**config.mk**
```make
export PLATFORM = sky130hd
export DESIGN_NAME = tl_ul_responder_flat
export DESIGN_NICKNAME = d
export VERILOG_FILES = /design/src/rtl/tl_ul_responder_if.sv /design/src/rtl/tl_ul_responder.sv /design/src/flat_wrapper.sv
export SDC_FILE = /design/constraint.sdc
export NUM_CORES = 1
export LEC_CHECK = 0
export CORE_MARGIN = 8
export CORE_UTILIZATION = 40
export DETAILED_ROUTE_END_ITERATION = 6
export GPL_TIMING_DRIVEN = 0
export HOLD_SLACK_MARGIN = 0.08
export PLACE_DENSITY = 0.86
export SLEW_MARGIN = 20
export SYNTH_ARGS = -nofsm -noshare
export SYNTH_HDL_FRONTEND = slang
export SYNTH_SLANG_ARGS = --single-unit
```
**constraint.sdc**
```tcl
create_clock -name clk -period 2.8 [get_ports clk]
set_input_delay 0.42 -clock clk [delete_from_list [all_inputs] [get_ports clk]]
set_output_delay 0.42 -clock clk [all_outputs]
set_load 0.01 [all_outputs]
```
**src/rtl/tl_ul_responder_if.sv**
```systemverilog
// TL-UL A/D channel plus the simple register-side request/response bundle.
// The slave modport is the responder's view; the master modport is the requester/register side.
interface tl_ul_responder_if #(
  parameter int SOURCE_W = 4,
  parameter int ADDR_W   = 12
);
  logic [2:0]          tlr_i_a_opcode;
  logic [2:0]          tlr_i_a_param;
  logic [1:0]          tlr_i_a_size;
  logic [SOURCE_W-1:0] tlr_i_a_source;
  logic [31:0]         tlr_i_a_address;
  logic [3:0]          tlr_i_a_mask;
  logic [31:0]         tlr_i_a_data;
  logic                tlr_i_a_corrupt;
  logic                tlr_i_a_valid;
  logic                tlr_o_a_ready;

  logic [2:0]          tlr_o_d_opcode;
  logic [2:0]          tlr_o_d_param;
  logic [1:0]          tlr_o_d_size;
  logic [SOURCE_W-1:0] tlr_o_d_source;
  logic                tlr_o_d_sink;
  logic                tlr_o_d_denied;
  logic [31:0]         tlr_o_d_data;
  logic                tlr_o_d_corrupt;
  logic                tlr_o_d_valid;
  logic                tlr_i_d_ready;

  logic                tlr_o_reg_req;
  logic                tlr_o_reg_we;
  logic [ADDR_W-1:0]   tlr_o_reg_addr;
  logic [3:0]          tlr_o_reg_wmask;
  logic [31:0]         tlr_o_reg_wdata;
  logic [31:0]         tlr_i_reg_rdata;
  logic                tlr_i_reg_ready;

  modport slave (
    input  tlr_i_a_opcode, tlr_i_a_param, tlr_i_a_size, tlr_i_a_source,
           tlr_i_a_address, tlr_i_a_mask, tlr_i_a_data, tlr_i_a_corrupt,
           tlr_i_a_valid, tlr_i_d_ready, tlr_i_reg_rdata, tlr_i_reg_ready,
    output tlr_o_a_ready, tlr_o_d_opcode, tlr_o_d_param, tlr_o_d_size,
           tlr_o_d_source, tlr_o_d_sink, tlr_o_d_denied, tlr_o_d_data,
           tlr_o_d_corrupt, tlr_o_d_valid, tlr_o_reg_req, tlr_o_reg_we,
           tlr_o_reg_addr, tlr_o_reg_wmask, tlr_o_reg_wdata
  );

  modport master (
    output tlr_i_a_opcode, tlr_i_a_param, tlr_i_a_size, tlr_i_a_source,
           tlr_i_a_address, tlr_i_a_mask, tlr_i_a_data, tlr_i_a_corrupt,
           tlr_i_a_valid, tlr_i_d_ready, tlr_i_reg_rdata, tlr_i_reg_ready,
    input  tlr_o_a_ready, tlr_o_d_opcode, tlr_o_d_param, tlr_o_d_size,
           tlr_o_d_source, tlr_o_d_sink, tlr_o_d_denied, tlr_o_d_data,
           tlr_o_d_corrupt, tlr_o_d_valid, tlr_o_reg_req, tlr_o_reg_we,
           tlr_o_reg_addr, tlr_o_reg_wmask, tlr_o_reg_wdata
  );
endinterface

```
**src/rtl/tl_ul_responder.sv**
```systemverilog
// Single-outstanding TL-UL responder bridging A/D channels onto a simple register port.
//   state    | meaning
//   S_IDLE   | a_ready high, waiting for an A request
//   S_ACCESS | reg_req held until reg_ready completes the access
//   S_RESP   | d_valid held with stable fields until d_ready
module tl_ul_responder #(
  parameter int SOURCE_W = 4,
  parameter int ADDR_W   = 12
) (
  input logic              clk,
  input logic              rst,
  tl_ul_responder_if.slave bus
);
  localparam logic [2:0] OP_PUT_FULL = 3'd0;
  localparam logic [2:0] OP_PUT_PART = 3'd1;
  localparam logic [2:0] OP_GET      = 3'd4;

  typedef enum logic [1:0] {S_IDLE, S_ACCESS, S_RESP} state_e;

  state_e              state_q;
  logic                a_ready_q;
  logic                reg_req_q;
  logic                reg_we_q;
  logic [3:0]          reg_wmask_q;
  logic                d_valid_q;
  logic                d_denied_q;
  logic                d_corrupt_q;
  logic [31:0]         d_data_q;
  logic [2:0]          opcode_q;
  logic [1:0]          size_q;
  logic [SOURCE_W-1:0] source_q;
  logic [ADDR_W-1:0]   addr_q;
  logic [31:0]         data_q;

  logic [3:0] lane_mask;
  logic       is_get, is_put_full, is_put_part, is_put;
  logic       misaligned, out_of_range, a_err, a_fire;
  logic       unused_param;

  assign unused_param = ^bus.tlr_i_a_param;

  always_comb begin
    lane_mask = 4'hF;
    case (bus.tlr_i_a_size)
      2'd0:    lane_mask = 4'b0001 << bus.tlr_i_a_address[1:0];
      2'd1:    lane_mask = bus.tlr_i_a_address[1] ? 4'b1100 : 4'b0011;
      default: lane_mask = 4'hF;
    endcase
  end

  assign is_get       = (bus.tlr_i_a_opcode == OP_GET);
  assign is_put_full  = (bus.tlr_i_a_opcode == OP_PUT_FULL);
  assign is_put_part  = (bus.tlr_i_a_opcode == OP_PUT_PART);
  assign is_put       = is_put_full | is_put_part;
  assign misaligned   = ((bus.tlr_i_a_size == 2'd1) & bus.tlr_i_a_address[0]) |
                        ((bus.tlr_i_a_size == 2'd2) & (|bus.tlr_i_a_address[1:0]));
  assign out_of_range = |bus.tlr_i_a_address[31:ADDR_W];
  assign a_err        = (bus.tlr_i_a_size == 2'd3) | ~(is_get | is_put) | misaligned |
                        out_of_range |
                        (is_put_full & (bus.tlr_i_a_mask != lane_mask)) |
                        (is_put_part & (|(bus.tlr_i_a_mask & ~lane_mask))) |
                        (is_put & bus.tlr_i_a_corrupt);
  assign a_fire       = bus.tlr_i_a_valid & a_ready_q;

  always_ff @(posedge clk or negedge rst) begin
    if (!rst) begin
      state_q     <= S_IDLE;
      a_ready_q   <= 1'b0;
      reg_req_q   <= 1'b0;
      reg_we_q    <= 1'b0;
      reg_wmask_q <= 4'h0;
      d_valid_q   <= 1'b0;
      d_denied_q  <= 1'b0;
      d_corrupt_q <= 1'b0;
      d_data_q    <= 32'h0;
      opcode_q    <= 3'd0;
      size_q      <= 2'd0;
      source_q    <= '0;
      addr_q      <= '0;
      data_q      <= 32'h0;
    end else begin
      case (state_q)
        S_IDLE: begin
          a_ready_q <= 1'b1;
          if (a_fire) begin
            a_ready_q <= 1'b0;
            opcode_q  <= bus.tlr_i_a_opcode;
            size_q    <= bus.tlr_i_a_size;
            source_q  <= bus.tlr_i_a_source;
            addr_q    <= bus.tlr_i_a_address[ADDR_W-1:0];
            data_q    <= bus.tlr_i_a_data;
            // Errors skip the register port and answer on the next cycle.
            if (a_err) begin
              state_q     <= S_RESP;
              d_valid_q   <= 1'b1;
              d_denied_q  <= 1'b1;
              d_corrupt_q <= is_get;
              d_data_q    <= 32'h0;
            end else begin
              state_q     <= S_ACCESS;
              reg_req_q   <= 1'b1;
              reg_we_q    <= is_put;
              reg_wmask_q <= is_put ? bus.tlr_i_a_mask : 4'h0;
            end
          end
        end
        S_ACCESS: begin
          if (bus.tlr_i_reg_ready) begin
            state_q     <= S_RESP;
            reg_req_q   <= 1'b0;
            reg_we_q    <= 1'b0;
            reg_wmask_q <= 4'h0;
            d_valid_q   <= 1'b1;
            d_denied_q  <= 1'b0;
            d_corrupt_q <= 1'b0;
            d_data_q    <= (opcode_q == OP_GET) ? bus.tlr_i_reg_rdata : 32'h0;
          end
        end
        S_RESP: begin
          if (bus.tlr_i_d_ready) begin
            state_q     <= S_IDLE;
            a_ready_q   <= 1'b1;
            d_valid_q   <= 1'b0;
            d_denied_q  <= 1'b0;
            d_corrupt_q <= 1'b0;
            d_data_q    <= 32'h0;
          end
        end
        default: state_q <= S_IDLE;
      endcase
    end
  end

  assign bus.tlr_o_a_ready   = a_ready_q;
  assign bus.tlr_o_d_opcode  = (opcode_q == OP_GET) ? 3'd1 : 3'd0;
  assign bus.tlr_o_d_param   = 3'd0;
  assign bus.tlr_o_d_size    = size_q;
  assign bus.tlr_o_d_source  = source_q;
  assign bus.tlr_o_d_sink    = 1'b0;
  assign bus.tlr_o_d_denied  = d_denied_q;
  assign bus.tlr_o_d_data    = d_data_q;
  assign bus.tlr_o_d_corrupt = d_corrupt_q;
  assign bus.tlr_o_d_valid   = d_valid_q;
  assign bus.tlr_o_reg_req   = reg_req_q;
  assign bus.tlr_o_reg_we    = reg_we_q;
  assign bus.tlr_o_reg_addr  = addr_q;
  assign bus.tlr_o_reg_wmask = reg_wmask_q;
  assign bus.tlr_o_reg_wdata = data_q;
endmodule
```
**src/flat_wrapper.sv**
```systemverilog
// flat-port wrapper written by rule: the top's interface ports become plain ports
module tl_ul_responder_flat 
#(
  parameter int SOURCE_W = 4,
  parameter int ADDR_W   = 12
)
  (clk, rst, bus_tlr_i_a_opcode, bus_tlr_i_a_param, bus_tlr_i_a_size, bus_tlr_i_a_source, bus_tlr_i_a_address, bus_tlr_i_a_mask, bus_tlr_i_a_data, bus_tlr_i_a_corrupt, bus_tlr_i_a_valid, bus_tlr_i_d_ready, bus_tlr_i_reg_rdata, bus_tlr_i_reg_ready, bus_tlr_o_a_ready, bus_tlr_o_d_opcode, bus_tlr_o_d_param, bus_tlr_o_d_size, bus_tlr_o_d_source, bus_tlr_o_d_sink, bus_tlr_o_d_denied, bus_tlr_o_d_data, bus_tlr_o_d_corrupt, bus_tlr_o_d_valid, bus_tlr_o_reg_req, bus_tlr_o_reg_we, bus_tlr_o_reg_addr, bus_tlr_o_reg_wmask, bus_tlr_o_reg_wdata);
  tl_ul_responder_if #(.SOURCE_W(SOURCE_W), .ADDR_W(ADDR_W)) bus_i ();
  input logic clk;
  input logic rst;
  input wire logic [$bits(bus_i.tlr_i_a_opcode)-1:0] bus_tlr_i_a_opcode;
  input wire logic [$bits(bus_i.tlr_i_a_param)-1:0] bus_tlr_i_a_param;
  input wire logic [$bits(bus_i.tlr_i_a_size)-1:0] bus_tlr_i_a_size;
  input wire logic [$bits(bus_i.tlr_i_a_source)-1:0] bus_tlr_i_a_source;
  input wire logic [$bits(bus_i.tlr_i_a_address)-1:0] bus_tlr_i_a_address;
  input wire logic [$bits(bus_i.tlr_i_a_mask)-1:0] bus_tlr_i_a_mask;
  input wire logic [$bits(bus_i.tlr_i_a_data)-1:0] bus_tlr_i_a_data;
  input wire logic [$bits(bus_i.tlr_i_a_corrupt)-1:0] bus_tlr_i_a_corrupt;
  input wire logic [$bits(bus_i.tlr_i_a_valid)-1:0] bus_tlr_i_a_valid;
  input wire logic [$bits(bus_i.tlr_i_d_ready)-1:0] bus_tlr_i_d_ready;
  input wire logic [$bits(bus_i.tlr_i_reg_rdata)-1:0] bus_tlr_i_reg_rdata;
  input wire logic [$bits(bus_i.tlr_i_reg_ready)-1:0] bus_tlr_i_reg_ready;
  output wire logic [$bits(bus_i.tlr_o_a_ready)-1:0] bus_tlr_o_a_ready;
  output wire logic [$bits(bus_i.tlr_o_d_opcode)-1:0] bus_tlr_o_d_opcode;
  output wire logic [$bits(bus_i.tlr_o_d_param)-1:0] bus_tlr_o_d_param;
  output wire logic [$bits(bus_i.tlr_o_d_size)-1:0] bus_tlr_o_d_size;
  output wire logic [$bits(bus_i.tlr_o_d_source)-1:0] bus_tlr_o_d_source;
  output wire logic [$bits(bus_i.tlr_o_d_sink)-1:0] bus_tlr_o_d_sink;
  output wire logic [$bits(bus_i.tlr_o_d_denied)-1:0] bus_tlr_o_d_denied;
  output wire logic [$bits(bus_i.tlr_o_d_data)-1:0] bus_tlr_o_d_data;
  output wire logic [$bits(bus_i.tlr_o_d_corrupt)-1:0] bus_tlr_o_d_corrupt;
  output wire logic [$bits(bus_i.tlr_o_d_valid)-1:0] bus_tlr_o_d_valid;
  output wire logic [$bits(bus_i.tlr_o_reg_req)-1:0] bus_tlr_o_reg_req;
  output wire logic [$bits(bus_i.tlr_o_reg_we)-1:0] bus_tlr_o_reg_we;
  output wire logic [$bits(bus_i.tlr_o_reg_addr)-1:0] bus_tlr_o_reg_addr;
  output wire logic [$bits(bus_i.tlr_o_reg_wmask)-1:0] bus_tlr_o_reg_wmask;
  output wire logic [$bits(bus_i.tlr_o_reg_wdata)-1:0] bus_tlr_o_reg_wdata;
  assign bus_i.tlr_i_a_opcode = bus_tlr_i_a_opcode;
  assign bus_i.tlr_i_a_param = bus_tlr_i_a_param;
  assign bus_i.tlr_i_a_size = bus_tlr_i_a_size;
  assign bus_i.tlr_i_a_source = bus_tlr_i_a_source;
  assign bus_i.tlr_i_a_address = bus_tlr_i_a_address;
  assign bus_i.tlr_i_a_mask = bus_tlr_i_a_mask;
  assign bus_i.tlr_i_a_data = bus_tlr_i_a_data;
  assign bus_i.tlr_i_a_corrupt = bus_tlr_i_a_corrupt;
  assign bus_i.tlr_i_a_valid = bus_tlr_i_a_valid;
  assign bus_i.tlr_i_d_ready = bus_tlr_i_d_ready;
  assign bus_i.tlr_i_reg_rdata = bus_tlr_i_reg_rdata;
  assign bus_i.tlr_i_reg_ready = bus_tlr_i_reg_ready;
  assign bus_tlr_o_a_ready = bus_i.tlr_o_a_ready;
  assign bus_tlr_o_d_opcode = bus_i.tlr_o_d_opcode;
  assign bus_tlr_o_d_param = bus_i.tlr_o_d_param;
  assign bus_tlr_o_d_size = bus_i.tlr_o_d_size;
  assign bus_tlr_o_d_source = bus_i.tlr_o_d_source;
  assign bus_tlr_o_d_sink = bus_i.tlr_o_d_sink;
  assign bus_tlr_o_d_denied = bus_i.tlr_o_d_denied;
  assign bus_tlr_o_d_data = bus_i.tlr_o_d_data;
  assign bus_tlr_o_d_corrupt = bus_i.tlr_o_d_corrupt;
  assign bus_tlr_o_d_valid = bus_i.tlr_o_d_valid;
  assign bus_tlr_o_reg_req = bus_i.tlr_o_reg_req;
  assign bus_tlr_o_reg_we = bus_i.tlr_o_reg_we;
  assign bus_tlr_o_reg_addr = bus_i.tlr_o_reg_addr;
  assign bus_tlr_o_reg_wmask = bus_i.tlr_o_reg_wmask;
  assign bus_tlr_o_reg_wdata = bus_i.tlr_o_reg_wdata;
  tl_ul_responder #(.SOURCE_W(SOURCE_W), .ADDR_W(ADDR_W)) u_core (.clk(clk), .rst(rst), .bus(bus_i));
endmodule
```
==> results.py <==
metrics = {
    "detailed_routing": {
        "remaining_drc_errors": 0,
        "wl_met3_um": 1600,
        "routed_wl_um": 12900,
        "met1Wirelength_um": 4780,
        "ant_nets": 0,
        "top_layer": "met4",
        "dr.pass1.iters": 4,
        "num_vias": 3598,
        "via_per_inst": 5.16,
        "wl_met2_um": 6430,
        "first_iter_violations": 141,
        "wl_per_cell_um": 18.5,
    },
    "synthesis": {
        "yosysTopAreaCell": "dfrtp_1",
        "syn-cell-area_sq_um": 4230,
        "ys_seq_area_share_pct": 57.4,
        "synth-async-reset-ratio_pct": 100,
        "synth_top_flop_cell": "dfrtp_1",
        "synth_cell_types": 41,
        "synth_area_leaders": "dfrtp_1 57%, mux2_2 14%, o2bb2ai_1 6.8%, nand3_1 4.1%, ha_1 2.1%",
        "ys_ff_latch": 97,
        "synth_enable_flop_cells": 0,
        "post_synth.cell_area_avg_sq_um": 12.8,
        "synthCells": 330,
        "synth_top_cell_area_share_pct": 57.4,
        "yosys_warnings": 0,
    },
    "clocking": {
        "cts_buffers": 9,
        "cts-root-buf": "clkbuf_8",
        "htree_num_levels": 3,
        "clockBufferDepth": 2,
        "cts.clk_slew.worst_paths_ns": 0.10,
        "cts_tree": "yes",
        "clk_latency_ns": 0.35,
        "cts_sinks": 97,
    },
    "global_routing": {
        "antenna_found_initial": 0,
        "grt_overflow_total": 0,
        "grt_use_total_pct": 18.1,
        "grt_pass1_wl_um": 20800,
        "grt_pass1_vias": 3941,
        "grt_max_degree": 53,
    },
    "sta": {
        "timing.fmax_mhz": 386,
        "setup_viol": 0,
        "period_minus_slack_ns": 2.59,
        "fin_worst_skew_ns": 0.0134,
        "worst_pin_slew_ns": 0.575,
        "finalHoldViolations": 0,
        "fin_ws_ns": 0.207,
        "fin_crit_sh_pct": 92.6,
        "timing.slew.headroom_pct": 61.4,
        "rsz0062_at_grt": "false",
        "maxSlewViolCount": 0,
    },
    "pwr": {
        "p_clk_share_pct": 16.1,
        "power_density_nw_per_um2": 790,
        "p_leak_nw": 2.77,
        "power_switching_w": 0.00175,
        "pwr-share-seq_pct": 38.4,
        "p_comb_share_pct": 45.5,
        "sw_frac_of_total_pct": 32.9,
        "peakVddDrop_v": 0.000502,
        "p_int_w": 0.00357,
    },
    "floorplan": {
        "die_w_um": 119,
        "placementRows": 37,
        "initial_core_util_pct": 41.1,
        "pin_count": 217,
        "dieArea_sq_um": 14100,
        "core_sq_um": 10300,
        "die_y_um": 119,
    },
    "finish": {
        "drive_gt1_share_pct": 16.0,
        "area_growth_pct": 59.5,
        "final_util_pct": 65.6,
        "final_common_cell": "clkdlybuf4s50_1",
        "final_cell_mix": "206 x clkdlybuf4s50_1, 97 x dfrtp_1, 51 x mux2_2, 35 x nand3_1, 33 x o2bb2ai_1",
        "layout.nets": 681,
        "n_antenna_cell": 0,
    },
    "critical_path": {
        "cp-start-kind": "input pin",
        "r2r_start": "u_core.state_q[0]",
        "reg2reg_to": "u_core.bus.tlr_o_reg_wdata[22]",
        "r2r_cells": 7,
        "arrival_ns": 2.88,
        "endpoint": "u_core.bus.tlr_o_reg_we",
        "critPathCaptureType": "flop",
        "cp_max_fo": 6,
        "reg2reg_slack_ns": 0.25,
        "startpoint": "bus_tlr_i_a_address[0]",
        "worstPathRequired_ns": 3.09,
        "crit_type": "in -> reg",
    },
    "placement": {
        "gp_congestion": 0.828,
        "io_buffers": 207,
        "dp_hpwl_um": 10500,
        "place_ws_ns": -0.458,
    },
    "job": {
        "cap_violations": 0,
    },
    "worst_hold_path": {
        "hold_path.class": "reg -> reg",
    },
    "status": {
        "status": "finished, final reports clean",
    },
}
[state kept, by name, indices dropped and copies added (netlist names), 2 cells and up]
signal                      flops
u_core.opcode_q                 3
u_core.bus.tlr_o_d_source       4
u_core.bus.tlr_o_reg_addr      12
u_core.bus.tlr_o_d_data        32
u_core.bus.tlr_o_reg_wdata     32
u_core.state_q                  2
u_core.bus.tlr_o_d_size         2
u_core.bus.tlr_o_reg_wmask      4
[cells in the mapped netlist (2+ instances only)]
cell type   n
clkbuf_1   14
o2bb2ai_1  33
nand4_1     3
or2_2       2
nor2_1      5
a32o_1      4
and2_1      2
nor4_1      5
buf_6       3
buf_4       6
dfrtp_1    97
nor3_1      3
o21ai_0     7
mux2_2     51
nand2_1    11
inv_1       8
nand3_1    35
a21oi_1     6
buf_2       4
ha_1        7
o311ai_0    2
mux2i_1     2
nor2b_1     2
[worst min path at each step]
stage	startpoint	to	slack (ns)	cells past startpoint
5_1_grt	u_core.bus.tlr_o_d_data[11]	u_core.bus.tlr_o_d_data[11]	0.52	1
4_1_cts	u_core.bus.tlr_o_d_size[0]	u_core.bus.tlr_o_d_size[0]	0.50	2
3_3_place_gp	u_core.bus.tlr_o_d_data[23]	u_core.bus.tlr_o_d_data[23]	0.47	1
3_5_place_dp	rst	u_core.bus.tlr_o_d_data[5]	0.39	1
6_report	u_core.bus.tlr_o_d_size[0]	u_core.bus.tlr_o_d_size[0]	0.49	2
2_1_floorplan	rst	u_core.bus.tlr_o_a_ready	0.12	0
[area by class of cell]
type / count / area (sq um)
Fill cell: 802 / 3540
Sequential cell: 97 / 2430
Timing Repair Buffer: 210 / 2120
Multi-Input combinational cell: 203 / 1650
Tap cell: 136 / 170
Clock buffer: 11 / 151
Buffer: 27 / 151
Clock inverter: 5 / 38.8
Inverter: 8 / 30.0
[power by group through the flow]
| stage | registers, W | logic, W | clock network [W] |
|---|---|---|---|
| floorplan | 0.00224 | 0.000957 | 0 |
| global placement | 0.00205 | 0.00237 | 0 |
| detailed placement | 0.00208 | 0.00244 | 0 |
| CTS | 0.00205 | 0.00245 | 0.000893 |
| global route | 0.00210 | 0.00261 | 0.000947 |
| finish | 0.00205 | 0.00243 | 0.000856 |
[timing repair]
item / in CTS / in global routing
buffers inserted: 0 / 1
pin swaps: 0 / 1
setup endpoints to repair: 1 / 1
endpoints found under the hold margin: 51 / 0
hold buffers: 1 / 0
resized for setup: 1 / 1
[cell families (layout without fill, tap and decap cells)]
| family | Yosys count | count (layout) | synth area share [%] |
|---|---|---|---|
| AND/OR/NAND/NOR | 74 | 74 | 9.21 |
| flip-flops | 97 | 97 | 57.4 |
| buffers and inverters | 35 | 261 | 4.29 |
| adder cells (fa/ha/maj) | 7 | 7 | 2.07 |
| AO/OA/AOI/OAI | 62 | 62 | 12.6 |
| multiplexers | 54 | 54 | 14.3 |
| other | 1 | 6 | 0.0887 |
[critical path, stage by stage]
cell and delay (ns):
clkdlybuf4s50_1 0.45, or2_2 0.32, a21oi_1 0.17, ha_1 0.15, nand4_1 0.10, nor2_1 0.25, o41ai_4 0.11, buf_4 0.20
nor3_1 0.51, a311o_1 0.20
[metrics by stage]
stage	setup TNS [ns]	area, sq um	total power, W	std cells	hold slack (ns)
floorplan	0	4250	0.00320	335	0.124
global placement	-218.15	6490	0.00441	678	0.472
detailed placement	-13.25	6520	0.00451	679	0.392
CTS	0	6730	0.00540	696	0.497
global route	0	6740	0.00565	697	0.520
finish	0	6740	0.00533	697	0.490
[layer usage]
metal / vias to the layer above / GRT usage (%)
li1: 1667 / -
met1: 1736 / 20.1
met2: 187 / 30.6
met3: 8 / 8.38
met4: 0 / 5.14
met5: - / 0
No activity file was read; power rests on OpenSTA's default activity.
